$ cat src/rtl/uart_tx_arbiter.sv
// Round-robin arbiter that shares one Uart8 transmitter between NUM_REQ byte producers.
// One owner at a time: latch its byte, drive txEn/txStart/txIn, ack once txDone is seen.
module uart_tx_arbiter #(
    parameter int NUM_REQ       = 4,
    parameter int START_TIMEOUT = 4096
) (
    input  logic                       clk_i,
    input  logic                       reset_i,
    input  logic [NUM_REQ-1:0]         req_i,
    input  logic [8*NUM_REQ-1:0]       reqByte_i,
    output logic [NUM_REQ-1:0]         ack_o,
    output logic [$clog2(NUM_REQ)-1:0] grantId_o,
    output logic                       active_o,
    output logic                       err_o,
    output logic                       txEn_o,
    output logic                       txStart_o,
    output logic [7:0]                 txIn_o,
    input  logic                       txBusy_i,
    input  logic                       txDone_i
);
    localparam int IW = $clog2(NUM_REQ);
    localparam int CW = $clog2(START_TIMEOUT + 1);
    localparam logic [IW-1:0]      LAST_ID   = IW'(NUM_REQ - 1);
    localparam logic [CW-1:0]      CNT_LIMIT = CW'(START_TIMEOUT - 1);
    localparam logic [NUM_REQ-1:0] ONE_HOT   = NUM_REQ'(1);

    typedef enum logic [1:0] {IDLE, START, SEND, DONE} state_t;

    state_t             state_q;
    logic [NUM_REQ-1:0] ack_q;
    logic [IW-1:0]      grantId_q;
    logic [IW-1:0]      lastGrant_q;
    logic [CW-1:0]      count_q;
    logic [7:0]         txIn_q;
    logic               active_q;
    logic               err_q;
    logic               txEn_q;
    logic               txStart_q;

    logic               hit_d;
    logic [IW-1:0]      winner_d;
    logic [7:0]         winByte_d;

    // First pending request strictly after the previous owner, wrapping at NUM_REQ-1.
    always_comb begin
        logic [IW-1:0] idx;
        hit_d     = 1'b0;
        winner_d  = '0;
        winByte_d = '0;
        idx       = lastGrant_q;
        for (int i = 0; i < NUM_REQ; i++) begin
            idx = (idx == LAST_ID) ? '0 : idx + IW'(1);
            if (!hit_d && req_i[idx]) begin
                hit_d    = 1'b1;
                winner_d = idx;
            end
        end
        for (int j = 0; j < NUM_REQ; j++) begin
            if (winner_d == IW'(j)) begin
                winByte_d = reqByte_i[8*j +: 8];
            end
        end
    end

    always_ff @(posedge clk_i) begin
        if (reset_i) begin
            state_q     <= IDLE;
            ack_q       <= '0;
            grantId_q   <= '0;
            lastGrant_q <= LAST_ID;
            count_q     <= '0;
            txIn_q      <= 8'h00;
            active_q    <= 1'b0;
            err_q       <= 1'b0;
            txEn_q      <= 1'b0;
            txStart_q   <= 1'b0;
        end else begin
            ack_q <= '0;
            err_q <= 1'b0;
            case (state_q)
                IDLE: begin
                    // Any txBusy/txDone activity here belongs to nobody, so it only blocks grants.
                    if (hit_d && !txBusy_i && !txDone_i) begin
                        state_q   <= START;
                        txIn_q    <= winByte_d;
                        grantId_q <= winner_d;
                        count_q   <= '0;
                        txEn_q    <= 1'b1;
                        txStart_q <= 1'b1;
                        active_q  <= 1'b1;
                    end
                end
                START: begin
                    if (count_q != '1) begin
                        count_q <= count_q + CW'(1);
                    end
                    if (txBusy_i) begin
                        state_q   <= SEND;
                        txStart_q <= 1'b0;
                    end else if (count_q == CNT_LIMIT) begin
                        state_q     <= IDLE;
                        err_q       <= 1'b1;
                        lastGrant_q <= grantId_q;
                        txEn_q      <= 1'b0;
                        txStart_q   <= 1'b0;
                        active_q    <= 1'b0;
                    end
                end
                SEND: begin
                    if (txDone_i) begin
                        state_q  <= DONE;
                        active_q <= 1'b0;
                        ack_q    <= ONE_HOT << grantId_q;
                    end
                end
                DONE: begin
                    state_q     <= IDLE;
                    lastGrant_q <= grantId_q;
                    txEn_q      <= 1'b0;
                end
                default: state_q <= IDLE;
            endcase
        end
    end

    assign ack_o     = ack_q;
    assign grantId_o = grantId_q;
    assign active_o  = active_q;
    assign err_o     = err_q;
    assign txEn_o    = txEn_q;
    assign txStart_o = txStart_q;
    assign txIn_o    = txIn_q;
endmodule

$ cat config.mk
export PLATFORM = sky130hd
export DESIGN_NAME = uart_tx_arbiter
export DESIGN_NICKNAME = d
export VERILOG_FILES = /design/src/rtl/uart_tx_arbiter.sv
export SDC_FILE = /design/constraint.sdc
export NUM_CORES = 1
export LEC_CHECK = 0
export CAP_MARGIN = 20
export CORE_MARGIN = 3
export CORE_UTILIZATION = 30
export CTS_CLUSTER_DIAMETER = 150
export DETAILED_ROUTE_END_ITERATION = 10
export PLACE_DENSITY = 0.59
export SLEW_MARGIN = 20
export SYNTH_ARGS = -nofsm -noshare
export SYNTH_HDL_FRONTEND = slang
export SYNTH_SLANG_ARGS = --single-unit
export TNS_END_PERCENT = 1
$ cat constraint.sdc
create_clock -name clk_i -period 2.3 [get_ports clk_i]
set_input_delay 0.345 -clock clk_i [delete_from_list [all_inputs] [get_ports clk_i]]
set_output_delay 0.345 -clock clk_i [all_outputs]
set_load 0.01 [all_outputs]
== Yosys cells after proc, flatten, opt, wreduce, memory -nomap -nowiden ==
Cells that the tools add are included.

* Logic and storage cells: 110
* Input port bits: 40
* Register bits after elaboration: 35

* Add/sub/neg operators: 5
* Muxes and demuxes: 44
* Bitwise operators: 3
* Reductions and logical operators: 25
* Eq/ne operators: 18
* Shift-type cells: 1
* Magnitude comparators: 4

{| class="wikitable"
|+ Operators by type and width
! kind !! number
|-
| $mux W8 || 4
|-
| $mux W2 || 14
|-
| $mux W13 || 2
|-
| $pmux W13 S2 || 1
|-
| $eq A2 B2 Y1 const B || 8
|-
| $mux W1 || 14
|-
| $add A13 B1 Y13 const B || 1
|-
| $eq A13 B12 Y1 const B || 1
|-
| $ne A13 B13 Y1 const B || 1
|-
| $lt A2 B3 Y1 const B || 4
|-
| $reduce_and A3 Y1 || 4
|-
| $ne A2 B2 Y1 const B || 5
|-
| $add A2 B1 Y2 const B || 4
|-
| $bmux W1 S2 || 4
|-
| $pmux W2 S4 || 1
|-
| $pmux W1 S3 || 2
|-
| $reduce_bool A3 Y1 || 2
|-
| $reduce_or A3 Y1 || 2
|-
| $logic_and A1 B1 Y1 || 5
|-
| $logic_not A1 Y1 || 5
|-
| $reduce_and A5 Y1 || 1
|-
| $eq A2 B1 Y1 const B || 2
|-
| $logic_not A2 Y1 || 2
|-
| $pmux W2 S2 || 1
|-
| other kinds (7) || 10
|}

== Depth between registers and ports, before layout ==
* Depth after elaboration: 19
* Depth in mapped cells: 7
* Depth with buffers taken out: 7

== Worst setup path before layout ==
No wires, ideal clock.

* Path kind: register to register
* Start: register lastGrant_q[0]
* End: register txIn_q[0], in the netlist txIn_o[0]
* Path slack: 248 ps
* Setup time: 134 ps
* Arrival: 1918 ps
* Period minus slack after synthesis: 2052 ps
* Stages on the path, launching flop included: 8
* Cell sequence: dfxtp_1 ha_1 nand2b_1 a21o_1 nand3_1 buf_2 mux2i_1 o221ai_1

* Longest elaborated chain between the ends: 19
* Elaborated cells between the ends (all ways): 45
* Those cells by class: 4 x add/sub; 7 x eq/ne; 24 x mux; 10 x reduce/logical

{| class="wikitable"
|+ Ends and longest elaborated chain
! item !! RTL line !! RTL
|-
| from (decl) || 32 || <nowiki>logic [IW-1:0] lastGrant_q;</nowiki>
|-
| from (signal assigned) || 103 || <nowiki>lastGrant_q <= grantId_q;</nowiki>
|-
| from (signal assigned) || 118 || <nowiki>lastGrant_q <= grantId_q;</nowiki>
|-
| $add A2 B1 Y2 or $eq A2 B2 Y1 (tied branches) || 52 || <nowiki>idx = (idx == LAST_ID) ? '0 : idx + IW'(1);</nowiki>
|-
| $mux W2 * || 52 ||
|-
| branches (longest 17 deep; another with $add A2 B1 Y2) || - ||
|-
| to (signal assigned) || 85 || <nowiki>txIn_q <= winByte_d;</nowiki>
|-
| to (decl) || 34 || <nowiki>logic [7:0] txIn_q;</nowiki>
|}

Mark *: on every way between the ends. The select of a mux whose other input is x is not followed.
A chain may end at the register's enable or synchronous reset.

== Worst setup path after layout ==
* Start: register state_q[0]
* End: register txIn_q[3], in the netlist txIn_o[3]

* Longest elaborated chain between the ends: 2

{| class="wikitable"
|+ Ends and longest elaborated chain
! item !! RTL line !! RTL
|-
| from (decl) || 29 || <nowiki>state_t state_q;</nowiki>
|-
| from (signal assigned) || 67 || <nowiki>state_q <= IDLE;</nowiki>
|-
| from (signal assigned) || 84 || <nowiki>state_q <= START;</nowiki>
|-
| from (signal assigned) || 98 || <nowiki>state_q <= SEND;</nowiki>
|-
| $logic_not A2 Y1 || 80 || <nowiki>case (state_q)</nowiki>
|-
| $reduce_and A2 Y1 (no source line) || - ||
|}

Every way passes these cells.

==> impl_results.md <==
* Status: finished, final reports clean
* I/O pins at 58
* Seq pwr share at 0.387
* I/O Buffers at 57
* GRT Overall Usage at 0.144
* FILL cells at just under 600
* Number of flops mapped to enable cells by yosys at 0
* Vias/cell at between 5 and 6
* H-tree depth at 2
* Die Area at ~7200 um2
* Number of global-route vias before repair at between 1.5k and 2k
* Final Cycle Share at 0.926
* #FFs+latches synth at 35
* Synthesized area at about 1900 um2
* Most frequent cell after synthesis: dfxtp_1
* Endpoints failing setup at 0
* Hold Violations, Final at 0
* Synth warn at 0
* Post-synthesis cell type count at 47
* Req. time, crit path at about 2500 ps
* Initial core utilization at 0.313
* Top-area cell type share of the netlist area at 0.376
* DP Worst Slack at -13.6 ps
* Cts bufs inserted at 5
* Cell taking the most area after synthesis: dfxtp_1
* Pwr dens at about 650 nW/um2
* Syn avg cell area at 8.96 um2
* Layout overhead on the synthesized area at 47.8%
* Max incr delay on CP at roughly 470 ps
* Max cap viols at 0
* Post-CTS Setup Inserts at 0
* Int Pwr at approximately 1.2 mW
* Max-slew violation count at 0
* Worst reg-to-reg setup slack at 170 ps
* Final HPWL DP at 4000 um
* Largest net degree at the start of global routing at 17
* Clock skew at approximately 6.3 ps
* GPL Wtd Cong at between 0.7 and 0.8
* P_sw at roughly 0.54 mW
* Share of post-route cells with drive strength above 1 at 0.126
* CTS Hold Bufs at 0
* Inserted Diodes at 0
* Most used cell, CP: inv_1
* Slew margin rel. at 0.543
* Largest family of logic cells by synthesized area: compound AO/OA/AOI/OAI gates
* Critical path class: reg2reg
* Cell family with most CP delay: simple AND/OR/NAND/NOR gates
* WL per Instance at approximately 14 um
* CP Capture Type: register
* Peak VDD IR at approximately 290 uV
* Max Freq at 469 MHz
* Logic pwr share at 0.334
* Sequential fraction of the synthesis area at 0.376
* Setup TNS Final at 0 ps
* Worst Path Buf+Inv at 2
* WHS at approximately 480 ps
* RSZ-0062 raised after global routing: false
* Horiz. Die Dim at 84.8 um
* DR DRC count at 0
* Crit-path max FO at 8
* Top post-synthesis cells by area: dfxtp_1 (38%), mux2i_1 (10%), nand3_1 (5.1%)
* Critical path arrival at 2330 ps
* Worst skew pair latency at between 200 and 300 ps
* Hold WC Path Type: reg2reg
* Cts repair resizes at 0
* Post-synthesis simple-gate area fraction at 0.222
* Die height at approximately 85 um
* Core area at 5960 um2
* Final Critical Period at 2130 ps
* Proportion of synthesized area in mux cells at 0.102
* Startpoint types: register
* Clock power frac at 0.279
* 1st-iter DRT viols at approximately 120
* Final WS setup at 169 ps
* First-pass GRT wire length at between 8000 and 9000 um
* Fin nets at 330
* Post-synth net total at approximately 250
* Post-Synth Adder-Cell Area at 0.0403
* Antenna viol nets, final at 0
* Core Rows at 28
* Switching Share at 0.303
* Root Driver: clkbuf_8
* Grt ovf at 0
* Max Root-Sink Buffers at 2
* Antenna violations before repair at 0
* 1st-pass router iterations at 4
* Compound-cell area share of the yosys netlist at 0.225
* Xor/xnor cell area share of the yosys netlist at 0.00470
* CP max stage cell: nor3_1
* CP cell instances: inv_1 > ha_1 > inv_1 > nor3_1 > nand3_1 > o221ai_1
* Leakage power total at roughly 1.1 nW
* CTS clk-pin slew, worst paths at 70 ps
* CTS tree: yes
* Async SR Flop Fraction at 0
* Clock sinks at 35
* DRT Wirelength at 5170 um
* DR vias at ~1.9k
* Final core occ at 0.462
* Synth Flop Type: dfxtp_1
* Post-Syn Instances at 208
* Commonest cells in the synthesized netlist: dfxtp_1 (35), mux2i_1 (19), nand3_1 (19)
* Worst-Margin Slew at 679 ps
==> area by class of cell <==
class,instances,area (um2),area share
clock buffers,8,100,0.0364
well taps,75,93.8,0.0341
flip-flops and latches,35,701,0.255
repair buffers,76,726,0.264
multi-input cells,159,1110,0.402
inverters,7,26.3,0.00955
==> through the flow <==
step	instances	cell area [um2]	power (mW)
floorplan	208	1860	1.02
global placement	352	2650	1.29
detailed placement	352	2650	1.29
CTS	360	2750	1.79
global route	360	2750	1.88
finish	360	2750	1.78
==> tightest hold or removal path, cell delays in order, from the launching register on <==
cell,delay (ps)
dfxtp_1,330
nand2_1,60
a21oi_1,50
==> registers in the layout (all words and copies together), names as in the netlist, named ones only <==
| name | count |
|---|---|
| ack_o | 4 |
| state_q | 1 |
| txEn_o | 1 |
| lastGrant_q | 2 |
| err_o | 1 |
| txStart_o | 1 |
| active_o | 1 |
| grantId_o | 2 |
| count_q | 13 |
| txIn_o | 8 |
==> cell usage in the layout (no fill, tap or decap), types with 2 or more instances in the layout <==
master / instances
clkdlybuf4s50_1: 57
dfxtp_1: 35
nand3_1: 19
mux2i_1: 19
a21oi_1: 18
buf_4: 18
nor2_1: 12
nand2_1: 10
o221ai_1: 8
inv_1: 7
o21ai_0: 7
clkbuf_8: 7
or4_1: 6
ha_1: 6
or3_1: 5
o31ai_1: 5
and3_1: 4
nor4_1: 3
nor3_1: 3
o21ai_1: 2
a311oi_1: 2
nand2b_1: 2
a211oi_1: 2
nand4_1: 2
==> logic make-up (layout without fill, tap and decap cells) <==
kind of cell	count (synthesis)	after routing
and+or+nand+nor	75	75
AOI/OAI and AO/OA	58	58
DFF	35	35
muxes	19	19
buffers and inverters	14	91
adders and majority gates	6	6
xor gates and xnor gates	1	1
==> routing by layer <==
layer,vias up,wire (um),part of all wire,GRT usage
li1,962,-,-,-
met1,890,2490,0.48,0.190
met2,31,2400,0.46,0.226
met3,5,194,0.038,0.0363
met4,0,81,0.016,0.0518
met5,-,0,0,0
==> power groups by stage <==
| stage | logic, mW | registers (mW) | clock network [mW] |
|---|---|---|---|
| after floorplan | 0.312 | 0.709 | 0 |
| after global placement | 0.591 | 0.701 | 0 |
| after detailed placement | 0.594 | 0.701 | 0 |
| after CTS | 0.597 | 0.688 | 0.508 |
| after global routing | 0.644 | 0.695 | 0.539 |
| final | 0.594 | 0.687 | 0.495 |
==> path summary, 6_finish.rpt <==
kind                                 start    endpoint  cells after the start
worst min-delay path            count_q[1]  count_q[1]                      2
worst min register to register  count_q[1]  count_q[1]                      2
worst max register to register  state_q[0]   txIn_o[3]                      6
worst max-delay path            state_q[0]   txIn_o[3]                      6
Power figures use the tool's default switching activity.
